### config.mk
export PLATFORM = sky130hd
export DESIGN_NAME = kc_tap_loader
export DESIGN_NICKNAME = d
export VERILOG_FILES = /design/src/rtl/kc_tap_loader.sv
export SDC_FILE = /design/constraint.sdc
export NUM_CORES = 1
export LEC_CHECK = 0
export BUFFER_PORTS_ARGS = -buffer_cell sky130_fd_sc_hd__buf_2
export CORE_MARGIN = 3
export CORE_UTILIZATION = 55
export DETAILED_ROUTE_END_ITERATION = 8
export GPL_ROUTABILITY_DRIVEN = 0
export PLACE_DENSITY = 0.8
export SYNTH_ARGS = -nofsm -noshare
export SYNTH_HDL_FRONTEND = slang
export SYNTH_SLANG_ARGS = --single-unit
### constraint.sdc
create_clock -name clk_sys -period 2.91 [get_ports clk_sys]
set_input_delay 0.291 -clock clk_sys [delete_from_list [all_inputs] [get_ports clk_sys]]
set_output_delay 0.291 -clock clk_sys [all_outputs]
set_load 0.005 [all_outputs]
### src/rtl/kc_tap_loader.sv
// KC85/4 TAP loader: parses an hps_io TAP download and writes its payload through the memory arbiter port.
// Optional signature check is enabled by defining KC_TAP_SIG_CHECK_EN.
module kc_tap_loader #(
  parameter logic [7:0] TAP_INDEX = 8'd1,
  parameter int         BLK_SIZE  = 128
) (
  input  logic        clk_sys,
  input  logic        reset_n,
  input  logic        ioctl_download,
  input  logic [7:0]  ioctl_index,
  input  logic        ioctl_wr,
  input  logic [7:0]  ioctl_data,
  output logic        ioctl_wait,
  output logic        mem_req,
  input  logic        mem_gnt,
  output logic [15:0] mem_addr,
  output logic [7:0]  mem_wdata,
  output logic        busy,
  output logic        done,
  output logic        error,
  output logic        start_valid,
  output logic [15:0] start_addr
);

  localparam logic [2:0] S_IDLE  = 3'd0;
  localparam logic [2:0] S_SIG   = 3'd1;
  localparam logic [2:0] S_BNUM  = 3'd2;
  localparam logic [2:0] S_HDR   = 3'd3;
  localparam logic [2:0] S_DATA  = 3'd4;
  localparam logic [2:0] S_WRITE = 3'd5;
  localparam logic [2:0] S_DONE  = 3'd6;
  localparam logic [2:0] S_ERR   = 3'd7;

  localparam logic [7:0] BLK_LAST = 8'(BLK_SIZE - 1);
  localparam logic [7:0] BLK_FULL = 8'(BLK_SIZE);

  logic [2:0]  state_q, state_d;
  logic [7:0]  cnt_q, cnt_d;
  logic        first_q, first_d;
  logic        dl_q, dl_d;
  logic        abort_q, abort_d;
  logic        viol_q, viol_d;
  logic [7:0]  argc_q, argc_d;
  logic [15:0] ptr_q, ptr_d;
  logic [15:0] end_q, end_d;
  logic [15:0] hdr_start_q, hdr_start_d;
  logic [15:0] mem_addr_q, mem_addr_d;
  logic [7:0]  mem_wdata_q, mem_wdata_d;
  logic        busy_q, busy_d;
  logic        done_q, done_d;
  logic        error_q, error_d;
  logic        start_valid_q, start_valid_d;
  logic [15:0] start_addr_q, start_addr_d;
  logic [15:0] ptr_inc;
  logic        sig_ok;

`ifdef KC_TAP_SIG_CHECK_EN
  function automatic logic [7:0] sig_byte(input logic [3:0] idx);
    case (idx)
      4'd0:  sig_byte = 8'hC3;
      4'd1:  sig_byte = 8'h4B;
      4'd2:  sig_byte = 8'h43;
      4'd3:  sig_byte = 8'h2D;
      4'd4:  sig_byte = 8'h54;
      4'd5:  sig_byte = 8'h41;
      4'd6:  sig_byte = 8'h50;
      4'd7:  sig_byte = 8'h45;
      4'd8:  sig_byte = 8'h20;
      4'd9:  sig_byte = 8'h62;
      4'd10: sig_byte = 8'h79;
      4'd11: sig_byte = 8'h20;
      4'd12: sig_byte = 8'h41;
      4'd13: sig_byte = 8'h46;
      4'd14: sig_byte = 8'h2E;
      default: sig_byte = 8'h20;
    endcase
  endfunction

  assign sig_ok = (ioctl_data == sig_byte(cnt_q[3:0]));
`else
  assign sig_ok = 1'b1;
`endif

  assign ptr_inc = ptr_q + 16'd1;

  always_comb begin
    state_d       = state_q;
    cnt_d         = cnt_q;
    first_d       = first_q;
    dl_d          = ioctl_download;
    abort_d       = abort_q;
    viol_d        = viol_q;
    argc_d        = argc_q;
    ptr_d         = ptr_q;
    end_d         = end_q;
    hdr_start_d   = hdr_start_q;
    mem_addr_d    = mem_addr_q;
    mem_wdata_d   = mem_wdata_q;
    busy_d        = busy_q;
    done_d        = done_q;
    error_d       = error_q;
    start_valid_d = start_valid_q;
    start_addr_d  = start_addr_q;

    case (state_q)
      S_IDLE: begin
        if (ioctl_download && !dl_q && ioctl_index == TAP_INDEX) begin
          state_d       = S_SIG;
          cnt_d         = 8'd0;
          first_d       = 1'b1;
          abort_d       = 1'b0;
          viol_d        = 1'b0;
          argc_d        = 8'd0;
          busy_d        = 1'b1;
          done_d        = 1'b0;
          error_d       = 1'b0;
          start_valid_d = 1'b0;
          start_addr_d  = 16'd0;
        end
      end
      S_SIG: begin
        if (!ioctl_download) begin
          state_d = S_ERR;
        end else if (ioctl_wr) begin
          cnt_d = cnt_q + 8'd1;
          if (!sig_ok) begin
            state_d = S_ERR;
          end else if (cnt_q == 8'd15) begin
            state_d = S_BNUM;
            cnt_d   = 8'd0;
          end
        end
      end
      S_BNUM: begin
        if (!ioctl_download) begin
          state_d = S_ERR;
        end else if (ioctl_wr) begin
          cnt_d   = 8'd0;
          state_d = first_q ? S_HDR : S_DATA;
        end
      end
      S_HDR: begin
        if (!ioctl_download) begin
          state_d = S_ERR;
        end else if (ioctl_wr) begin
          cnt_d = cnt_q + 8'd1;
          case (cnt_q)
            8'd16: argc_d             = ioctl_data;
            8'd17: ptr_d[7:0]         = ioctl_data;
            8'd18: ptr_d[15:8]        = ioctl_data;
            8'd19: end_d[7:0]         = ioctl_data;
            8'd20: end_d[15:8]        = ioctl_data;
            8'd21: hdr_start_d[7:0]   = ioctl_data;
            8'd22: hdr_start_d[15:8]  = ioctl_data;
            default: ;
          endcase
          if (cnt_q == BLK_LAST) begin
            first_d = 1'b0;
            cnt_d   = 8'd0;
            if (end_q < ptr_q) begin
              state_d = S_ERR;
            end else begin
              state_d = (end_q == ptr_q) ? S_DONE : S_BNUM;
              if (argc_q >= 8'd3) begin
                start_valid_d = 1'b1;
                start_addr_d  = hdr_start_q;
              end
            end
          end
        end
      end
      S_DATA: begin
        if (!ioctl_download) begin
          state_d = S_ERR;
        end else if (ioctl_wr) begin
          cnt_d = cnt_q + 8'd1;
          if (ptr_q != end_q) begin
            mem_addr_d  = ptr_q;
            mem_wdata_d = ioctl_data;
            state_d     = S_WRITE;
          end else if (cnt_q == BLK_LAST) begin
            cnt_d   = 8'd0;
            state_d = S_BNUM;
          end
        end
      end
      S_WRITE: begin
        // Aborts seen while the write is pending are deferred until the grant.
        if (!ioctl_download) abort_d = 1'b1;
        if (ioctl_wr)        viol_d  = 1'b1;
        if (mem_gnt) begin
          ptr_d = ptr_inc;
          if (viol_q || ioctl_wr) begin
            state_d = S_ERR;
          end else if (ptr_inc == end_q) begin
            state_d = S_DONE;
          end else if (abort_q || !ioctl_download) begin
            state_d = S_ERR;
          end else if (cnt_q == BLK_FULL) begin
            cnt_d   = 8'd0;
            state_d = S_BNUM;
          end else begin
            state_d = S_DATA;
          end
        end
      end
      S_DONE, S_ERR: begin
        if (!ioctl_download) state_d = S_IDLE;
      end
      default: state_d = S_IDLE;
    endcase

    if (state_d == S_DONE) begin
      done_d = 1'b1;
      busy_d = 1'b0;
    end
    if (state_d == S_ERR) begin
      error_d = 1'b1;
      busy_d  = 1'b0;
    end
  end

  always_ff @(posedge clk_sys or negedge reset_n) begin
    if (!reset_n) begin
      state_q       <= S_IDLE;
      cnt_q         <= 8'd0;
      first_q       <= 1'b0;
      dl_q          <= 1'b0;
      abort_q       <= 1'b0;
      viol_q        <= 1'b0;
      argc_q        <= 8'd0;
      ptr_q         <= 16'd0;
      end_q         <= 16'd0;
      hdr_start_q   <= 16'd0;
      mem_addr_q    <= 16'd0;
      mem_wdata_q   <= 8'd0;
      busy_q        <= 1'b0;
      done_q        <= 1'b0;
      error_q       <= 1'b0;
      start_valid_q <= 1'b0;
      start_addr_q  <= 16'd0;
    end else begin
      state_q       <= state_d;
      cnt_q         <= cnt_d;
      first_q       <= first_d;
      dl_q          <= dl_d;
      abort_q       <= abort_d;
      viol_q        <= viol_d;
      argc_q        <= argc_d;
      ptr_q         <= ptr_d;
      end_q         <= end_d;
      hdr_start_q   <= hdr_start_d;
      mem_addr_q    <= mem_addr_d;
      mem_wdata_q   <= mem_wdata_d;
      busy_q        <= busy_d;
      done_q        <= done_d;
      error_q       <= error_d;
      start_valid_q <= start_valid_d;
      start_addr_q  <= start_addr_d;
    end
  end

  assign mem_req     = (state_q == S_WRITE);
  assign ioctl_wait  = (state_q == S_WRITE);
  assign mem_addr    = mem_addr_q;
  assign mem_wdata   = mem_wdata_q;
  assign busy        = busy_q;
  assign done        = done_q;
  assign error       = error_q;
  assign start_valid = start_valid_q;
  assign start_addr  = start_addr_q;

endmodule

==> run_results.csv, run 1 <==
group,metric,value,unit
outcome,status,"finished, final reports clean",
sta,period_needed,2.81,ns
final_layout,layout-drive-gt1-share,29.2,%
critical_path,worstPathArrival,3.09,ns
pwr,internal_power,4.51,mW
sta,worst_clock_skew,0.00878,ns
flow_run,max-cap-violations,0,
final_layout,seqCellArea,0.00288,mm²
critical_path,cp.depth,12,
clock_tree,htree_num_levels,4,
clock_tree,clk_pin_slew_worst_paths,0.06,ns
sta,hold_violations,0,
critical_path,cpLargestDelayFamily,"simple AND/OR/NAND/NOR gates",
routing,vias_per_cell,6.24,
synthesis,synthTopCellsByArea,"dfrtp_1 (46%), mux2_2 (9.9%), ha_1 (4.2%), nand2_1 (3.2%), o21ai_0 (2.7%)",
floorplan,initial_core_util,57.2,%
clock_tree,cts_tree,"done",
pwr,p_leak,3.57,nW
final_layout,final_area,0.00752,mm²
synthesis,ys_seq_area_share,45.8,%
synthesis,synthArstFlopShare,100,%
global_route,grt_max_degree,86,
clock_tree,cts_root_buf,"clkbuf_16",
floorplan,die_w,113,µm
final_layout,antenna_cells,0,
pwr,swShare,38.1,%
pwr,power_frac_comb,36.5,%
critical_path,worst-path-max-fanout,7,
synthesis,avgSynthCellArea,10.1,µm²
critical_path,crit_required,3.20,ns
synthesis,synth_seq_cells,115,
final_layout,layout_commonest_cell,"dfrtp_1",
final_layout,layout_common_cells,"dfrtp_1 (111), buf_2 (65), mux2_2 (55), nand2_1 (53), nor2_1 (37)",
routing,vias,5324,
hold_path,whs_endpoint,"dl_q",
clock_tree,clk_latency,0.41,ns
floorplan,fp.coreArea,0.0110,mm²
critical_path,cp-end-kind,"flop",
sta,max_slew_margin,54.7,%
synthesis,synth_area_leader_cell,"dfrtp_1",
global_route,use_met1,33.2,%
global_route,antenna_found_initial,0,
synthesis,synthFlopType,"dfrtp_1",
synthesis,synth_cells,624,
synthesis,synth-edff-count,0,
global_route,grt_pass1_wl,27.2,mm
final_layout,fin_cells,853,
final_layout,fill_cells,809,
sta,fin_crit_sh,96.5,%
critical_path,crit_chain,"inv_1 -> ha_1 -> nand4_1 -> nor4_2 -> buf_4 -> and2_1 -> o31a_1 -> a2bb2oi_1 -> buf_4 -> nor2b_1 -> o31ai_1 -> o31ai_1",
pwr,power_density,968,mW/mm²
sta,hold_slack,0.144,ns
routing,firstDrtPassIters,7,
sta,drv_slew,0,
synthesis,yosysUniqueCellTypes,74,
final_layout,area_growth,19.6,%
global_route,grtUsageMet2,44.9,%
routing,wl_per_cell,19.3,µm
routing,drcViolationCount,0,
floorplan,fp.dieH,113,µm
global_route,grt_pass1_vias,5380,
sta,tightest_slew,0.673,ns
sta,fin_setup_tns,0,ns
critical_path,timing.rr.start,"ptr_q[4]",
global_route,gr-max-usage-layer,"met2",
pwr,p_seq_share,33.8,%
critical_path,critPathMaxStageDelay,0.44,ns
place,dpl_cell_area,0.00684,mm²
place,hpwlAfterDp,11.2,mm
critical_path,r2r_end,"cnt_q[7]",
hold_path,hold_path.startpoint,"ioctl_download",
pwr,ir_drop,569,µV
final_layout,multi_input_area,0.00318,mm²
hold_path,whs_path_depth,1,
pwr,clkPwrFrac,29.7,%
global_route,track_usage,26.8,%
hold_path,hp-class,"in -> reg",
final_layout,nNetsFinal,742,
clock_tree,clock_path_buffers,2,
pwr,p_sw,2.77,mW
global_route,grt-ovfl-total,0,
clock_tree,cts_buffers,17,
critical_path,reg2reg_depth,12,
routing,postRouteAntennaNets,0,
critical_path,slowest_stage,"dfrtp_2",
synthesis,synth_nets,666,
critical_path,startpoint_type,"flop",
routing,drtIter0Drc,415,
critical_path,ff2ff_setup_slack,0.10,ns
place,port_buffers,66,
sta,fmax,356,MHz
synthesis,ys_warn_count,0,
global_route,use_met3,6.47,%
floorplan,fp.dieArea,0.0127,mm²
synthesis,synth.cell_area,0.00628,mm²
floorplan,pin_count,67,
place,dp.cells,818,
routing,routed_wl,16.5,mm
critical_path,crit_buf_inv,3,
synthesis,synth_top_area_share,45.8,%
clock_tree,clock-sinks,115,
sta,finalSetupViolCount,0,
critical_path,worstSetupPathType,"reg -> reg",
floorplan,rows,38,
## how the worst max path moves through the flow
stage	from	slack, ns	end
floorplan	ptr_q[13]	0.37	cnt_q[3]
global placement	ptr_q[5]	0.13	cnt_q[3]
detailed placement	ptr_q[5]	0.008	cnt_q[7]
CTS	ptr_q[5]	0.01	start_addr[5]
global route	ptr_q[11]	-0.06	cnt_q[7]
finish	ptr_q[4]	0.10	cnt_q[7]
## stage by stage
step                power, mW  util, %  setup WS (ns)
finish                   7.28     68.5          0.103
detailed placement       5.01     62.2        0.00829
global route             7.73     68.5        -0.0625
global placement         4.89     62.2          0.127
floorplan                4.14        -          0.371
CTS                      7.22     68.0         0.0149
## synthesized netlist by cell type (all sizes together), types with 3 or more instances
cell / instances
a22o: 16
a41oi: 3
nand3: 19
ha: 21
nor4: 10
or3: 6
xor2: 8
nand2: 53
or2: 4
nor3: 12
o21ai: 42
mux2i: 3
inv: 31
o21bai: 4
nand2b: 3
buf: 14
o22ai: 6
a211oi: 5
o211ai: 4
and3: 11
dfrtp: 115
mux2: 55
nor2b: 7
nand4: 13
nor2: 39
o22a: 4
o21a: 3
a31oi: 10
o31ai: 8
a21oi: 32
xnor2: 9
clkbuf: 22
## cell families (layout without fill, tap and decap cells)
family	Yosys count	count (layout)	share of synthesized area, %
AOI/OAI and AO/OA	160	160	17.1
xor gates and xnor gates	17	17	2.37
DFF	115	115	45.8
adders and majority gates	21	21	4.18
muxes	58	58	10.3
buffers and inverters	67	156	4.32
and+or+nand+nor	186	186	15.9
## timing repair
item | in CTS | in global routing
pin swaps | 0 | 3
endpoints found under the setup margin | 4 | 27
endpoints found under the hold margin | 30 | 0
setup buffers | 0 | 2
resized for setup | 1 | 10
hold buffers | 1 | 0
## cell type report
cell class / count / area share, %
multi-input combinational: 442 / 42.3
sequential: 115 / 38.3
timing repair buffer: 93 / 7.32
clock buffer: 18 / 5.84
clock inverter: 14 / 2.33
tap: 140 / 2.33
inverter: 31 / 1.55
## worst register-to-register path, delay by kind of cell (launching register included)
kind / cells / cell delay (ns)
compound gates: 4 / 0.64
fa+ha+maj: 1 / 0.32
buf+inv: 3 / 0.50
flops: 1 / 0.44
simple gates: 4 / 0.78
## metal layers
metal,part of all wire (%),routed length [µm],up-vias
met2,50,8250,229
met1,41,6680,2599
met3,6.7,1100,50
met5,0,0,-
li1,-,-,2446
met4,2.7,453,0
## registers in the layout, summed over array words and instances (netlist names), 3 cells and up
signal,cells
cnt_q,8
mem_wdata,8
argc_q,8
hdr_start_q,16
mem_addr,16
end_q,16
start_addr,16
state_q,3
ptr_q,16
## power by group through the flow
stage | Clock (mW) | Combinational (mW) | Sequential [mW]
floorplan | 0 | 1.85 | 2.29
global placement | 0 | 2.44 | 2.45
detailed placement | 0 | 2.53 | 2.48
CTS | 2.19 | 2.58 | 2.45
global route | 2.26 | 2.95 | 2.52
finish | 2.16 | 2.65 | 2.46
No activity file was read; power rests on OpenSTA's default activity.
==> run 2: changes to the inputs <==
- ABC_AREA: default -> 1
==> run_results.csv, run 2 <==
group,metric,value,unit
outcome,status,"finished, final reports clean",
critical_path,crit_chain,"ha_1 -> nand2_2 -> nor3_2 -> nand2_2 -> nor2_4 -> nand2_1 -> nand2_1 -> nand2_2 -> a41oi_2 -> nand3_2 -> o21ai_0",
critical_path,worst-path-max-fanout,17,
sta,drv_slew,0,
clock_tree,cts_resized,0,
synthesis,avgSynthCellArea,7.74,µm²
floorplan,fp.dieArea,0.0131,mm²
routing,postRouteAntennaNets,0,
synthesis,ys_seq_area_share,44.4,%
synthesis,synth_nets,879,
synthesis,synth_seq_cells,115,
critical_path,ff2ff_setup_slack,0.37,ns
floorplan,fp.coreArea,0.0112,mm²
global_route,grt_pass1_wl,27.2,mm
critical_path,worstSetupPathType,"reg -> reg",
clock_tree,clk_pin_slew_worst_paths,0.05,ns
hold_path,hp-class,"in -> reg",
sta,hold_violations,0,
routing,drtIter0Drc,496,
sta,worst_clock_skew,0.00659,ns
hold_path,whs_endpoint,"dl_q",
synthesis,synth_top_area_share,44.4,%
sta,hold_slack,0.0786,ns
clock_tree,clock_path_buffers,2,
pwr,ir_drop,647,µV
final_layout,layout_commonest_cell,"nand2_1",
final_layout,area_growth,16.7,%
floorplan,pin_count,67,
critical_path,startpoint_type,"flop",
clock_tree,cts_buffers,17,
place,port_buffers,66,
critical_path,worstPathArrival,2.85,ns
floorplan,rows,38,
final_layout,nNetsFinal,950,
global_route,grt_pass1_vias,5543,
final_layout,seqCellArea,0.00288,mm²
routing,vias,5790,
floorplan,initial_core_util,58.0,%
place,hpwlAfterDp,11.6,mm
final_layout,fill_cells,941,
routing,firstDrtPassIters,6,
clock_tree,clock-sinks,115,
sta,period_needed,2.54,ns
synthesis,synth_cells,837,
final_layout,antenna_cells,0,
synthesis,synthFlopType,"dfrtp_1",
synthesis,synth_area_leader_cell,"dfrtp_1",
sta,fmax,393,MHz
clock_tree,cts_tree,"done",
critical_path,slowest_stage,"dfrtp_1",
synthesis,yosysMostFrequentCell,"nand2_1",
routing,drcViolationCount,0,
global_route,grt_max_degree,53,
synthesis,synth-edff-count,0,
synthesis,synthArstFlopShare,100,%
critical_path,crit_required,3.22,ns
final_layout,layout_common_cells,"nand2_1 (191), inv_1 (124), dfrtp_1 (115), nor2_1 (75), o21ai_0 (72)",
critical_path,reg2reg_depth,11,
clock_tree,clk_latency,0.41,ns
hold_path,hold_path.startpoint,"ioctl_download",
critical_path,crit_top_cell,"nand2_2",
critical_path,critPathMaxStageDelay,0.45,ns
sta,fin_setup_tns,0,ns
floorplan,fp.dieH,115,µm
critical_path,timing.rr.start,"cnt_q[0]",
routing,vias_per_cell,5.46,
clock_tree,htree_num_levels,4,
global_route,track_usage,26.3,%
sta,max_slew_margin,54.5,%
clock_tree,cts_root_buf,"clkbuf_16",
synthesis,synth.cell_area,0.00647,mm²
pwr,p_leak,3.93,nW
sta,finalSetupViolCount,0,
synthesis,synth_commonest_cells,"nand2_1 (191), inv_1 (124), dfrtp_1 (115), nor2_1 (75), o21ai_0 (72)",
synthesis,yosysUniqueCellTypes,42,
global_route,antenna_found_initial,0,
flow_run,max-cap-violations,0,
synthesis,synthTopCellsByArea,"dfrtp_1 (44%), nand2_1 (11%), inv_1 (7.2%), o21ai_0 (5.6%), nand3_1 (5.1%)",
final_layout,layout-drive-gt1-share,16.6,%
routing,routed_wl,16.2,mm
sta,rsz0062_at_grt,"false",
sta,tightest_slew,0.681,ns
synthesis,ys_warn_count,0,
sta,fin_crit_sh,87.4,%
pwr,power_density,1010,mW/mm²
routing,wl_per_cell,15.3,µm
hold_path,whs_path_depth,1,
final_layout,multi_input_area,0.00299,mm²
critical_path,r2r_end,"start_addr[4]",
critical_path,cp-end-kind,"flop",
floorplan,die_w,115,µm
global_route,grt-ovfl-total,0,
-- run 2: area by class of cell --
type / count / area share (%)
clock inverters: 7 / 1.57
multi-input cells: 575 / 39.6
inverters: 126 / 6.26
well taps: 140 / 2.32
flip-flops and latches: 115 / 38.1
clock buffers: 25 / 6.82
repair buffers: 73 / 5.30
-- run 2: cells by family after synthesis --
logic type                 synth area share [%]
DFF                                        44.4
adders and majority gates                  4.06
AOI/OAI and AO/OA                          13.4
and+or+nand+nor                            27.5
buffers and inverters                      9.31
xor gates and xnor gates                   1.16
muxes                                     0.155
-- run 2: through the flow --
stage / instance area, µm² / std cells / utilization (%) / setup slack [ns] / total power, mW
after global placement: 6910 / 1028 / 61.8 / 0.508 / 5.34
after CTS: 7550 / 1061 / 67.6 / 0.355 / 7.65
after detailed placement: 6910 / 1028 / 61.8 / 0.419 / 5.42
after floorplan: 6470 / 837 / - / 0.927 / 4.53
after global routing: 7550 / 1061 / 67.6 / 0.136 / 8.22
final: 7550 / 1061 / 67.6 / 0.367 / 7.64
-- run 2: how the worst max path moves through the flow --
stage              from              to  slack [ns]  cells after the start
3_5_place_dp   cnt_q[0]   start_addr[3]        0.42                     11
6_report       cnt_q[0]   start_addr[4]        0.37                     11
2_1_floorplan  cnt_q[0]  start_addr[10]        0.93                     13
3_3_place_gp   cnt_q[0]           error        0.51                     13
4_1_cts        cnt_q[0]   start_addr[4]        0.36                     11
5_1_grt        cnt_q[0]   start_addr[0]        0.14                     11
-- run 2: routing by layer --
layer / GRT usage (%) / routed length (µm)
met5: 0 / 0
met4: 9.66 / 393
met3: 6.50 / 1060
met2: 41.4 / 7660
met1: 35.3 / 7100
-- run 2: where the power goes --
group,switching [mW],internal [mW],total [mW],leakage (nW)
Sequential,0.380,2.11,2.49,1.39
Clock,0.703,1.48,2.19,0.306
Combinational,1.92,1.05,2.97,2.23
-- run 2: critical path: cells and delay by family, from the launching register on --
kind                     cells  cell delay [ns]
AO/OA/AOI/OAI                2             0.56
adder cells (fa/ha/maj)      1             0.25
AND/OR/NAND/NOR              8             1.19
flip-flops                   1             0.45
-- run 2: timing repair --
| action | CTS | global route |
|---|---|---|
| hold endpoints to repair | 33 | 0 |
| setup buffers | 0 | 0 |
| hold buffers | 1 | 0 |
==> run 3: changes to the inputs <==
- CTS_BUF_LIST: default -> sky130_fd_sc_hd__clkbuf_16
==> run_results.csv, run 3 (synthesis results as in run 2) <==
group,metric,value,unit
critical_path,crit_required,3.22,ns
floorplan,fp.coreArea,0.0112,mm²
sta,period_needed,2.54,ns
clock_tree,cts_hold_buf,1,
critical_path,crit_buf_inv,0,
clock_tree,clock_path_buffers,2,
critical_path,slowest_stage,"dfrtp_1",
sta,max_slew_margin,54.0,%
floorplan,rows,38,
routing,postRouteAntennaNets,0,
sta,finalSetupViolCount,0,
pwr,p_leak,3.90,nW
critical_path,worst-path-max-fanout,17,
clock_tree,clk_pin_slew_worst_paths,0.05,ns
routing,wl_per_cell,15.2,µm
final_layout,layout_commonest_cell,"nand2_1",
final_layout,antenna_cells,0,
routing,vias_per_cell,5.46,
clock_tree,clock-sinks,115,
critical_path,critPathMaxStageDelay,0.45,ns
sta,tightest_slew,0.689,ns
place,hpwlAfterDp,11.6,mm
critical_path,worstPathArrival,2.85,ns
clock_tree,cts_tree,"done",
global_route,grt_pass1_wl,27.0,mm
pwr,ir_drop,647,µV
global_route,grt_pass1_vias,5506,
clock_tree,cts_root_buf,"clkbuf_16",
routing,routed_wl,16.2,mm
hold_path,hp-class,"in -> reg",
final_layout,nNetsFinal,950,
routing,firstDrtPassIters,5,
final_layout,final_area,0.00749,mm²
final_layout,layout-drive-gt1-share,16.0,%
clock_tree,postCtsSetupBuffers,0,
critical_path,cpLargestDelayFamily,"simple AND/OR/NAND/NOR gates",
routing,vias,5788,
floorplan,die_w,115,µm
pwr,power_density,998,mW/mm²
final_layout,layout_common_cells,"nand2_1 (191), inv_1 (126), dfrtp_1 (115), nor2_1 (75), o21ai_0 (72)",
critical_path,timing.rr.start,"cnt_q[0]",
sta,rsz0062_at_grt,"false",
floorplan,fp.dieArea,0.0131,mm²
sta,fmax,394,MHz
clock_tree,cts_resized,0,
critical_path,crit_top_cell,"nand2_2",
global_route,track_usage,26.1,%
critical_path,crit_start,"cnt_q[0]",
global_route,grt_max_degree,53,
outcome,status,"finished, final reports clean",
critical_path,startpoint_type,"flop",
floorplan,fp.dieH,115,µm
critical_path,crit_chain,"ha_1 -> nand2_2 -> nor3_2 -> nand2_2 -> nor2_4 -> nand2_1 -> nand2_1 -> nand2_2 -> a41oi_2 -> nand3_2 -> o21ai_0",
floorplan,initial_core_util,58.0,%
critical_path,worstSetupPathType,"reg -> reg",
sta,fin_crit_sh,87.2,%
sta,fin_setup_tns,0,ns
clock_tree,clk_latency,0.41,ns
critical_path,cp-end-kind,"flop",
hold_path,hold_path.startpoint,"ioctl_download",
routing,drtIter0Drc,477,
clock_tree,cts_buffers,17,
flow_run,max-cap-violations,0,
floorplan,pin_count,67,
routing,drcViolationCount,0,
sta,worst_clock_skew,0.00520,ns
global_route,grt-ovfl-total,0,
place,port_buffers,66,
final_layout,area_growth,15.7,%
place,dpl_cell_area,0.00691,mm²
sta,drv_slew,0,
sta,hold_violations,0,
global_route,antenna_found_initial,0,
clock_tree,htree_num_levels,4,
run 3: changes by cell type in the layout (fill, tap and decap cells not counted), sizes merged:
cell    before  now
clkinv       2    8
inv        126  128
clkbuf      25   17
run 3: worst paths after layout:
kind,cells after the start,endpoint,slack (ns)
max,11,start_addr[4],0.37
min,1,dl_q,0.08
max reg2reg,11,start_addr[4],0.37
min reg2reg,2,mem_addr[14],0.47
max in group asynchronous,3,abort_q,1.76
min in group asynchronous,2,mem_addr[5],0.38
run 3: layer usage:
layer | up-vias | share of wire (%) | routed length [µm] | GRT usage (%)
li1 | 2861 | - | - | -
met1 | 2699 | 45 | 7200 | 35.2
met2 | 197 | 47 | 7570 | 40.8
met3 | 31 | 6.3 | 1020 | 7.19
met4 | 0 | 2.2 | 362 | 8.95
met5 | - | 0 | 0 | 0
run 3: cell type report:
cell class	instances	area (µm²)
well taps	140	175
repair buffers	73	400
flip-flops and latches	115	2880
inverters	126	473
multi-input cells	575	2990
clock inverters	15	149
clock buffers	17	425
fillers	948	3680
run 3: stage by stage:
step | cells | total power [mW] | utilization [%] | hold WS (ns) | setup slack, ns
6_report | 1061 | 7.48 | 67.1 | 0.0764 | 0.373
3_5_place_dp | 1028 | 5.42 | 61.8 | 0.272 | 0.419
5_1_grt | 1061 | 8.05 | 67.1 | 0.0613 | 0.131
2_1_floorplan | 837 | 4.53 | - | -0.00459 | 0.927
3_3_place_gp | 1028 | 5.34 | 61.8 | 0.271 | 0.508
4_1_cts | 1061 | 7.47 | 67.1 | 0.0611 | 0.354
run 3: report_power, final:
| group | internal [mW] | total (mW) | switching, mW |
|---|---|---|---|
| combinational | 1.05 | 2.97 | 1.92 |
| clock | 1.32 | 2.02 | 0.704 |
| sequential | 2.11 | 2.48 | 0.379 |
